### src/rtl/pipe_chain.sv
// Elastic pipeline-register chain with per-stage valid, hold, flush and ready/valid ends.
// Define PIPE_CHAIN_PERF_EN to build the saturating stall/flush performance counters.
module pipe_chain #(
    parameter int                STAGES    = 3,
    parameter int                DATA_W    = 32,
    parameter logic [DATA_W-1:0] RESET_VAL = '0
) (
    input  logic                     clk,
    input  logic                     arst,
    input  logic                     enable,
    input  logic                     in_valid,
    input  logic [DATA_W-1:0]        in_data,
    output logic                     in_ready,
    input  logic [STAGES-1:0]        hold,
    input  logic [STAGES-1:0]        flush,
    output logic                     out_valid,
    input  logic                     out_ready,
    output logic [DATA_W-1:0]        out_data,
    output logic [STAGES-1:0]        stage_valid,
    output logic [STAGES*DATA_W-1:0] stage_data,
    output logic [31:0]              stall_cnt,
    output logic [31:0]              flush_cnt
);

    logic [STAGES-1:0] vld_q;
    logic [STAGES-1:0] blocked;
    logic [DATA_W-1:0] data_q [STAGES];

    // Back-pressure ripples from the output toward stage 0; empty stages never block.
    always_comb begin
        logic downstream;
        downstream = ~out_ready;
        for (int i = STAGES - 1; i >= 0; i--) begin
            blocked[i] = vld_q[i] & (hold[i] | downstream);
            downstream = blocked[i];
        end
    end

    for (genvar g = 0; g < STAGES; g++) begin : g_stage
        logic              src_v;
        logic [DATA_W-1:0] src_d;
        logic              vld_p;
        logic [DATA_W-1:0] data_p;

        if (g == 0) begin : g_head
            assign src_v = in_valid;
            assign src_d = in_data;
        end else begin : g_body
            assign src_v = vld_q[g-1] & ~blocked[g-1];
            assign src_d = data_q[g-1];
        end

        // Stage register: flush wins over hold, payload only moves with a valid item.
        always_ff @(posedge clk or posedge arst) begin
            if (arst) begin
                vld_p  <= 1'b0;
                data_p <= RESET_VAL;
            end else if (enable) begin
                if (flush[g]) begin
                    vld_p <= 1'b0;
                end else if (!blocked[g]) begin
                    vld_p <= src_v;
                    if (src_v) begin
                        data_p <= src_d;
                    end
                end
            end
        end

        assign vld_q[g]                         = vld_p;
        assign data_q[g]                        = data_p;
        assign stage_data[g*DATA_W +: DATA_W]   = data_p;
    end

    assign stage_valid = vld_q;
    assign in_ready    = enable & ~blocked[0];
    assign out_valid   = enable & vld_q[STAGES-1] & ~hold[STAGES-1];
    assign out_data    = data_q[STAGES-1];

`ifdef PIPE_CHAIN_PERF_EN
    function automatic logic [31:0] sat_inc(input logic [31:0] cnt);
        return (&cnt) ? cnt : cnt + 32'd1;
    endfunction

    logic [31:0] stall_q;
    logic [31:0] flush_q;

    // Flushes count only when they actually kill a valid item.
    always_ff @(posedge clk or posedge arst) begin
        if (arst) begin
            stall_q <= '0;
            flush_q <= '0;
        end else begin
            if (enable & in_valid & ~in_ready) begin
                stall_q <= sat_inc(stall_q);
            end
            if (enable & (|(flush & vld_q))) begin
                flush_q <= sat_inc(flush_q);
            end
        end
    end

    assign stall_cnt = stall_q;
    assign flush_cnt = flush_q;
`else
    assign stall_cnt = '0;
    assign flush_cnt = '0;
`endif

endmodule

### config.mk
export PLATFORM = sky130hd
export DESIGN_NAME = pipe_chain
export DESIGN_NICKNAME = d
export VERILOG_FILES = /design/src/rtl/pipe_chain.sv
export SDC_FILE = /design/constraint.sdc
export NUM_CORES = 1
export LEC_CHECK = 0
export ABC_AREA = 1
export CORE_MARGIN = 1.5
export CORE_UTILIZATION = 35
export CTS_BUF_LIST = sky130_fd_sc_hd__clkbuf_4 sky130_fd_sc_hd__clkbuf_8
export DETAILED_ROUTE_END_ITERATION = 7
export GPL_TIMING_DRIVEN = 0
export PLACE_DENSITY = 0.71
export SYNTH_ARGS = -nofsm -noshare
export SYNTH_HDL_FRONTEND = slang
export SYNTH_SLANG_ARGS = --single-unit
### constraint.sdc
create_clock -name clk -period 5.4 [get_ports clk]
set_input_delay 1.08 -clock clk [delete_from_list [all_inputs] [get_ports clk]]
set_output_delay 1.08 -clock clk [all_outputs]
set_load 0.01 [all_outputs]
==> results of run 1 <==
==> worst max-delay path: stages <==
cell and delay (ns):
clkdlybuf4s50_1 0.47, nand2_1 0.06, nand2_1 0.08, nand2_2 0.08, nand2_1 0.09, nand2_1 0.10, nand2_2 0.16, inv_1 0.07
nor2_1 0.09, clkdlybuf4s50_1 0.57
==> how the worst min path moves through the flow <==
stage	from	to	slack (ns)	cells past startpoint
floorplan	g_stage[1].vld_p$_DFFE_PP0P_	g_stage[1].vld_p$_DFFE_PP0P_	0.49	2
global placement	g_stage[0].data_p[10]$_DFFE_PP0P_	g_stage[0].data_p[10]$_DFFE_PP0P_	0.48	2
detailed placement	out_data[2]$_DFFE_PP0P_	out_data[2]$_DFFE_PP0P_	0.48	2
CTS	out_data[2]$_DFFE_PP0P_	out_data[2]$_DFFE_PP0P_	0.50	2
global route	out_data[14]$_DFFE_PP0P_	out_data[14]$_DFFE_PP0P_	0.53	2
finish	out_data[2]$_DFFE_PP0P_	out_data[2]$_DFFE_PP0P_	0.50	2
==> layout make-up <==
| cell class | instances | area [um^2] | share of cell area (%) |
|---|---|---|---|
| well taps | 176 | 220 | 3.04 |
| plain buffers | 134 | 910 | 12.6 |
| flip-flops and latches | 99 | 2480 | 34.2 |
| clock inverters | 3 | 15.0 | 0.208 |
| clock buffers | 12 | 153 | 2.11 |
| multi-input cells | 374 | 1650 | 22.8 |
| inverters | 11 | 43.8 | 0.605 |
| repair buffers | 175 | 1770 | 24.5 |
==> through the flow <==
stage	worst slack [ns]	hold WS [ns]	power [mW]
after floorplan	1.73	0.486	1.42
after global placement	0.186	0.481	1.96
after detailed placement	1.47	0.482	1.97
after CTS	1.46	0.504	2.41
after global routing	1.26	0.527	2.52
final	1.47	0.498	2.38
==> flip-flops by register name, indices dropped and copies added (netlist names) <==
signal	flops
g_stage.data_p	64
g_stage.vld_p	3
out_data	32
==> per-layer routing <==
| metal | wire length, um | share of wire [%] |
|---|---|---|
| met1 | 5870 | 43 |
| met2 | 6600 | 49 |
| met3 | 724 | 5.3 |
| met4 | 343 | 2.5 |
| met5 | 0 | 0 |
==> cell usage after synthesis <==
library cell,number,share of area (%)
nand4_1,64,8.3
inv_2,2,0.16
dfrtp_1,99,51
nand3_1,33,3.4
buf_4,102,16
nand2_1,200,16
nor2_1,2,0.16
inv_1,9,0.70
o21ai_0,3,0.31
buf_2,19,2.0
nor3b_4,1,0.39
nand2_2,3,0.39
nand3_2,2,0.41
clkbuf_1,13,1.0
conb_1,1,0.077
nor2_2,1,0.13
nor3_1,1,0.10
==> power groups by stage <==
stage                     logic, mW  registers, mW  clock network [mW]
after floorplan               0.306           1.12                   0
after global placement        0.880           1.08                   0
after detailed placement      0.895           1.08                   0
after CTS                     0.897           1.06               0.445
after global routing          0.956           1.09               0.470
final                         0.888           1.07               0.429
==> logic make-up after synthesis <==
logic type	Yosys count
flip-flops	99
other	1
buffers and inverters	145
AO/OA/AOI/OAI	3
AND/OR/NAND/NOR	307
==> out/qor.txt, run 1 <==
status - complete, no violations
vias in the first global route - 3858
routing usage on met2 - 30.2%
Top Usage Layer GRT - met2
Adder-Cell Fraction of Synth Area - 0%
DR vias/cell - 4.29
fillers - 1263
Leakage - 3.78 nW
largest family of logic cells by synthesized area - simple AND/OR/NAND/NOR gates
Core Area - 13300 um^2
initial antenna violation count - 0
# diodes - 0
clock sink count - 99
1st-iter DRT viols - 231
Routed WL - 13.5 mm
# H-tree levels - 3
max-slew violations - 0
Pre-antenna DRT Iters - 4
NetSw - 785 uW
CTS clk-pin slew, worst paths - 0.09 ns
RSZ-0062 raised after global routing - no
maxcap violations - 0
CP Capture Type - output pin
Total Neg Setup Slack - 0 ns
Worst Tran Pin Value - 0.618 ns
fin util - 54.2%
Clk network pwr share - 18.0%
DP Area - 7070 um^2
commonest non-fill, non-tap cell in the layout - nand2_1
Comb power frac - 37.3%
Worst R2R Setup Slack - 3.84 ns
final setup fails - 0
Ports - 240
FMAX - 255 MHz
grt total ovfl - 0
crit-path max FO - 7
GRT met3 Usage - 3.68%
Post-Synth Simple-Gate Area - 28.8%
HP Class - reg2reg
Final Net Count - 847
Initial Util - 36.3%
XOR/XNOR share of the synthesized area - 0%
Die ar. - 14500 um^2
hold buffer count at CTS - 0
Synth cell types - 17
CTS tree - built
area grow syn2layout - 49.5%
RR Startpoint - g_stage[0].vld_p$_DFFE_PP0P_
setup repair bufs after CTS - 0
final hold vios - 0
Core Rows - 42
GRT Overall Usage - 18.5%
cells on worst reg2reg path - 4
Req. time, crit path - 4.32 ns
Synth Cell Area - 4840 um^2
Flop pwr share - 44.7%
Root Driver - clkbuf_8
mean area per synthesized cell - 8.72 um^2
Setup CP Type - in2out
DP HPWL - 10.8 mm
crit path launch - out_ready
met1 Use GR - 24.5%
Reg-to-Reg End - g_stage[1].data_p[1]$_DFFE_PP0P_
# resized after CTS - 0
Layout Cells excl Fill - 984
DRC - 0
Synth warnings - 0
Startpoint Class - input pin
via count - 4226
layout cells sized above 1 - 18.2%
Final GP Congestion - 0.787
mux cell area share after synthesis - 0%
worst skew pair latency - 0.36 ns
CP arrival - 2.85 ns
Inst Count DP - 969
Sw Share - 32.9%
cell count after synthesis - 555
crit path capture - in_ready
Pwr per Cell Area - 329 nW/um^2
largest net degree at the start of global routing - 55
Routed wire per std cell - 13.8 um
Peak VDD IR - 0.119 mV
most frequent cells in the layout - 200 x nand2_1, 174 x clkdlybuf4s50_1, 102 x buf_4, 99 x dfrtp_1
DRT antenna net count - 0
clock buffer count from CTS - 9
die width - 121 um
number of port buffers - 174
cell internal pwr - 1.60 mW
Final Cell Area - 7240 um^2
first-pass GRT wire length - 20.9 mm
Final min period - 3.93 ns
register area share after synthesis - 51.2%
Worst slew margin - 58.8%
Chip Height - 121 um
skew final - 0.00843 ns
Final Cycle Share - 72.7%
Synth Area in Compound Gates - 0.310%
clk buf depth - 2
FF+latch count, synth - 99
Note: power is estimated with default switching activity, not from simulation.
==> run 2, diff against run 1 <==
- PLACE_DENSITY: 0.71 -> 0.74
- clock period: 5.4 -> 3.5 ns (I/O delays scaled with it)
==> run 2 against run 1 <==
Register-to-register slack worse by 1.9 ns. Wire length up 2.3%. Global-route usage increased by 0.66 points. Non-clock buffer count unchanged. Clock power increased by 120%. Cell count increased by 0.10%. Worst hold slack better by 0.0068 ns. Total power rose by 67%. Count of clock-buffer cells in the layout down 1. Die area is the same. Utilization is 0.72 points higher. Sequential power increased by 53%. Highest routed layer unchanged.
==> out/qor.txt, run 2 (synthesized netlist as in run 1, its figures left out) <==
1st-iter DRT viols - 278 (+20%)
# H-tree levels - 3 (unchanged)
Worst slew margin - 60.6% (+1.8 points)
Core Area - 13300 um^2 (unchanged)
initial antenna violation count - 0 (unchanged)
final hold vios - 0 (unchanged)
Comb power frac - 34.6% (-2.7 points)
GRT Overall Usage - 19.2% (+0.66 points)
# resized after CTS - 0 (unchanged)
Die ar. - 14500 um^2 (unchanged)
Core Rows - 42 (unchanged)
CTS tree - built
largest net degree at the start of global routing - 56 (+1.8%)
Hold Path End - out_data[30]$_DFFE_PP0P_
DRC - 0 (unchanged)
cells on worst reg2reg path - 7 (+3)
Setup CP Type - in2out
FMAX - 313 MHz
Peak VDD IR - 0.182 mV (+53%)
CP cell instances - clkdlybuf4s50_1, inv_1, nand2_1, nand2_1, nand2_2, nand2_1, nand2_1, nand2_2, inv_1, nor2_1, clkdlybuf4s50_1
max-slew violations - 0 (unchanged)
Final GP Congestion - 0.819 (+4.1%)
Worst Hold Depth - 2 (unchanged)
Clk network pwr share - 24.0% (+6.0 points)
Max stage delay on crit path - 0.57 ns (about the same)
grt total ovfl - 0 (unchanged)
RR Startpoint - g_stage[2].vld_p$_DFFE_PP0P_
Layout Cells excl Fill - 985 (+0.10%)
worst slack, placed - 0.297 ns (-1.17 ns)
Chip Height - 121 um (unchanged)
clk buf depth - 2 (unchanged)
skew final - 0.00992 ns (+0.00149 ns)
Ports - 240 (unchanged)
WHS - 0.505 ns (+0.00685 ns)
Power, Total - 3.97 mW (+67%)
Pre-antenna DRT Iters - 4 (unchanged)
area grow syn2layout - 51.5%
Initial Util - 36.3% (unchanged)
Req. time, crit path - 2.80 ns (-1.52 ns)
setup repair bufs after CTS - 0 (unchanged)
RSZ-0062 raised after global routing - no
hold buffer count at CTS - 0 (unchanged)
DP HPWL - 11.0 mm (+2.4%)
CP arrival - 2.50 ns (-0.35 ns)
CP delay by family, top - buffers and inverters
Final min period - 3.20 ns
Worst Tran Pin Value - 0.591 ns (-0.0270 ns)
worst skew pair latency - 0.36 ns (about the same)
HP Class - reg2reg
status - complete, no violations
first-pass GRT wire length - 21.6 mm (+3.4%)
maxcap violations - 0 (unchanged)
max reg flops - 64 (unchanged)
most used cell, CP - nand2_1
Flop pwr share - 41.3% (-3.4 points)
setup ws final - 0.304 ns (-1.17 ns)
Leakage - 3.82 nW (+1.1%)
vias in the first global route - 4019 (+4.2%)
Final Cycle Share - 91.3%
Startpoint Class - input pin
die width - 121 um (unchanged)
Routed WL - 13.8 mm (+2.3%)
Root Driver - clkbuf_8
clock sink count - 99 (unchanged)
DRT antenna net count - 0 (unchanged)
via count - 4292 (+1.6%)
largest reg by FF count - g_stage.data_p
CTS clk-pin slew, worst paths - 0.09 ns (about the same)
crit-path max FO - 7 (unchanged)
commonest non-fill, non-tap cell in the layout - nand2_1
hold_sp - out_data[30]$_DFFE_PP0P_
Worst R2R Setup Slack - 1.95 ns (-1.89 ns)
most frequent cells in the layout - 200 x nand2_1, 174 x clkdlybuf4s50_1, 102 x buf_4, 99 x dfrtp_1
cell internal pwr - 2.74 mW (+71%)
CP Capture Type - output pin
final setup fails - 0 (unchanged)
Pwr per Cell Area - 542 nW/um^2 (+64%)
clock buffer count from CTS - 9 (unchanged)
NetSw - 1.23 mW (+57%)
Routed wire per std cell - 14.1 um (+2.2%)
# diodes - 0 (unchanged)
Final Net Count - 847 (unchanged)
crit path buf inv count - 4 (+1)
layout cells sized above 1 - 18.3% (+0.10 points)
Inst Count DP - 969 (unchanged)
crit path launch - hold[2]
Total Neg Setup Slack - 0 ns (unchanged)
CP max-delay cell - clkdlybuf4s50_1
DR vias/cell - 4.36 (+1.5%)
Sw Share - 31.0% (-2.0 points)
number of port buffers - 174 (unchanged)
Reg-to-Reg End - out_data[13]$_DFFE_PP0P_
run 2: how the worst max path moves through the flow:
stage                                        end  slack, ns  cells after the start
4_1_cts                                 in_ready       0.28                     11
2_1_floorplan   g_stage[0].data_p[0]$_DFFE_PP0P_       0.21                      1
6_report                                in_ready       0.30                     11
3_5_place_dp                            in_ready       0.30                     11
3_3_place_gp   g_stage[0].data_p[25]$_DFFE_PP0P_      -1.29                      2
5_1_grt                                 in_ready       0.09                     11
run 2: routing by layer:
| metal | wire length (um) | share of wire, % | vias to the layer above | track usage (%) |
|---|---|---|---|---|
| li1 | - | - | 2146 | - |
| met1 | 5780 | 42 | 1972 | 24.5 |
| met2 | 6700 | 48 | 143 | 31.1 |
| met3 | 820 | 5.9 | 31 | 3.92 |
| met4 | 542 | 3.9 | 0 | 9.04 |
| met5 | 0 | 0 | - | 0 |
run 2: worst register-to-register path, stage by stage (launching register included):
cell,delay (ns)
dfrtp_1,0.41
nand2_1,0.10
nand2_2,0.08
nor3b_4,0.33
nand2_2,0.17
buf_2,0.23
nand2_1,0.08
nand2_1,0.05
run 2: final cells by class:
| class | instances | area (um^2) |
|---|---|---|
| fill | 1263 | 6020 |
| sequential | 99 | 2480 |
| timing repair buffer | 175 | 1770 |
| multi-input combinational | 374 | 1650 |
| buffer | 134 | 910 |
| tap | 176 | 220 |
| clock buffer | 11 | 139 |
| clock inverter | 5 | 125 |
| inverter | 11 | 43.8 |
run 2: metrics by stage:
stage,util (%),area [um^2]
global route,54.9,7330
finish,54.9,7330
CTS,54.9,7330
detailed placement,53.0,7070
global placement,52.7,7040
floorplan,-,5080
run 2: power groups by stage:
stage / Combinational (mW) / Sequential (mW) / Clock [mW]
2_1_floorplan: 0.471 / 1.72 / 0
3_3_place_gp: 1.35 / 1.66 / 0
3_5_place_dp: 1.38 / 1.66 / 0
4_1_cts: 1.39 / 1.64 / 0.972
5_1_grt: 1.48 / 1.68 / 1.02
6_report: 1.38 / 1.64 / 0.954
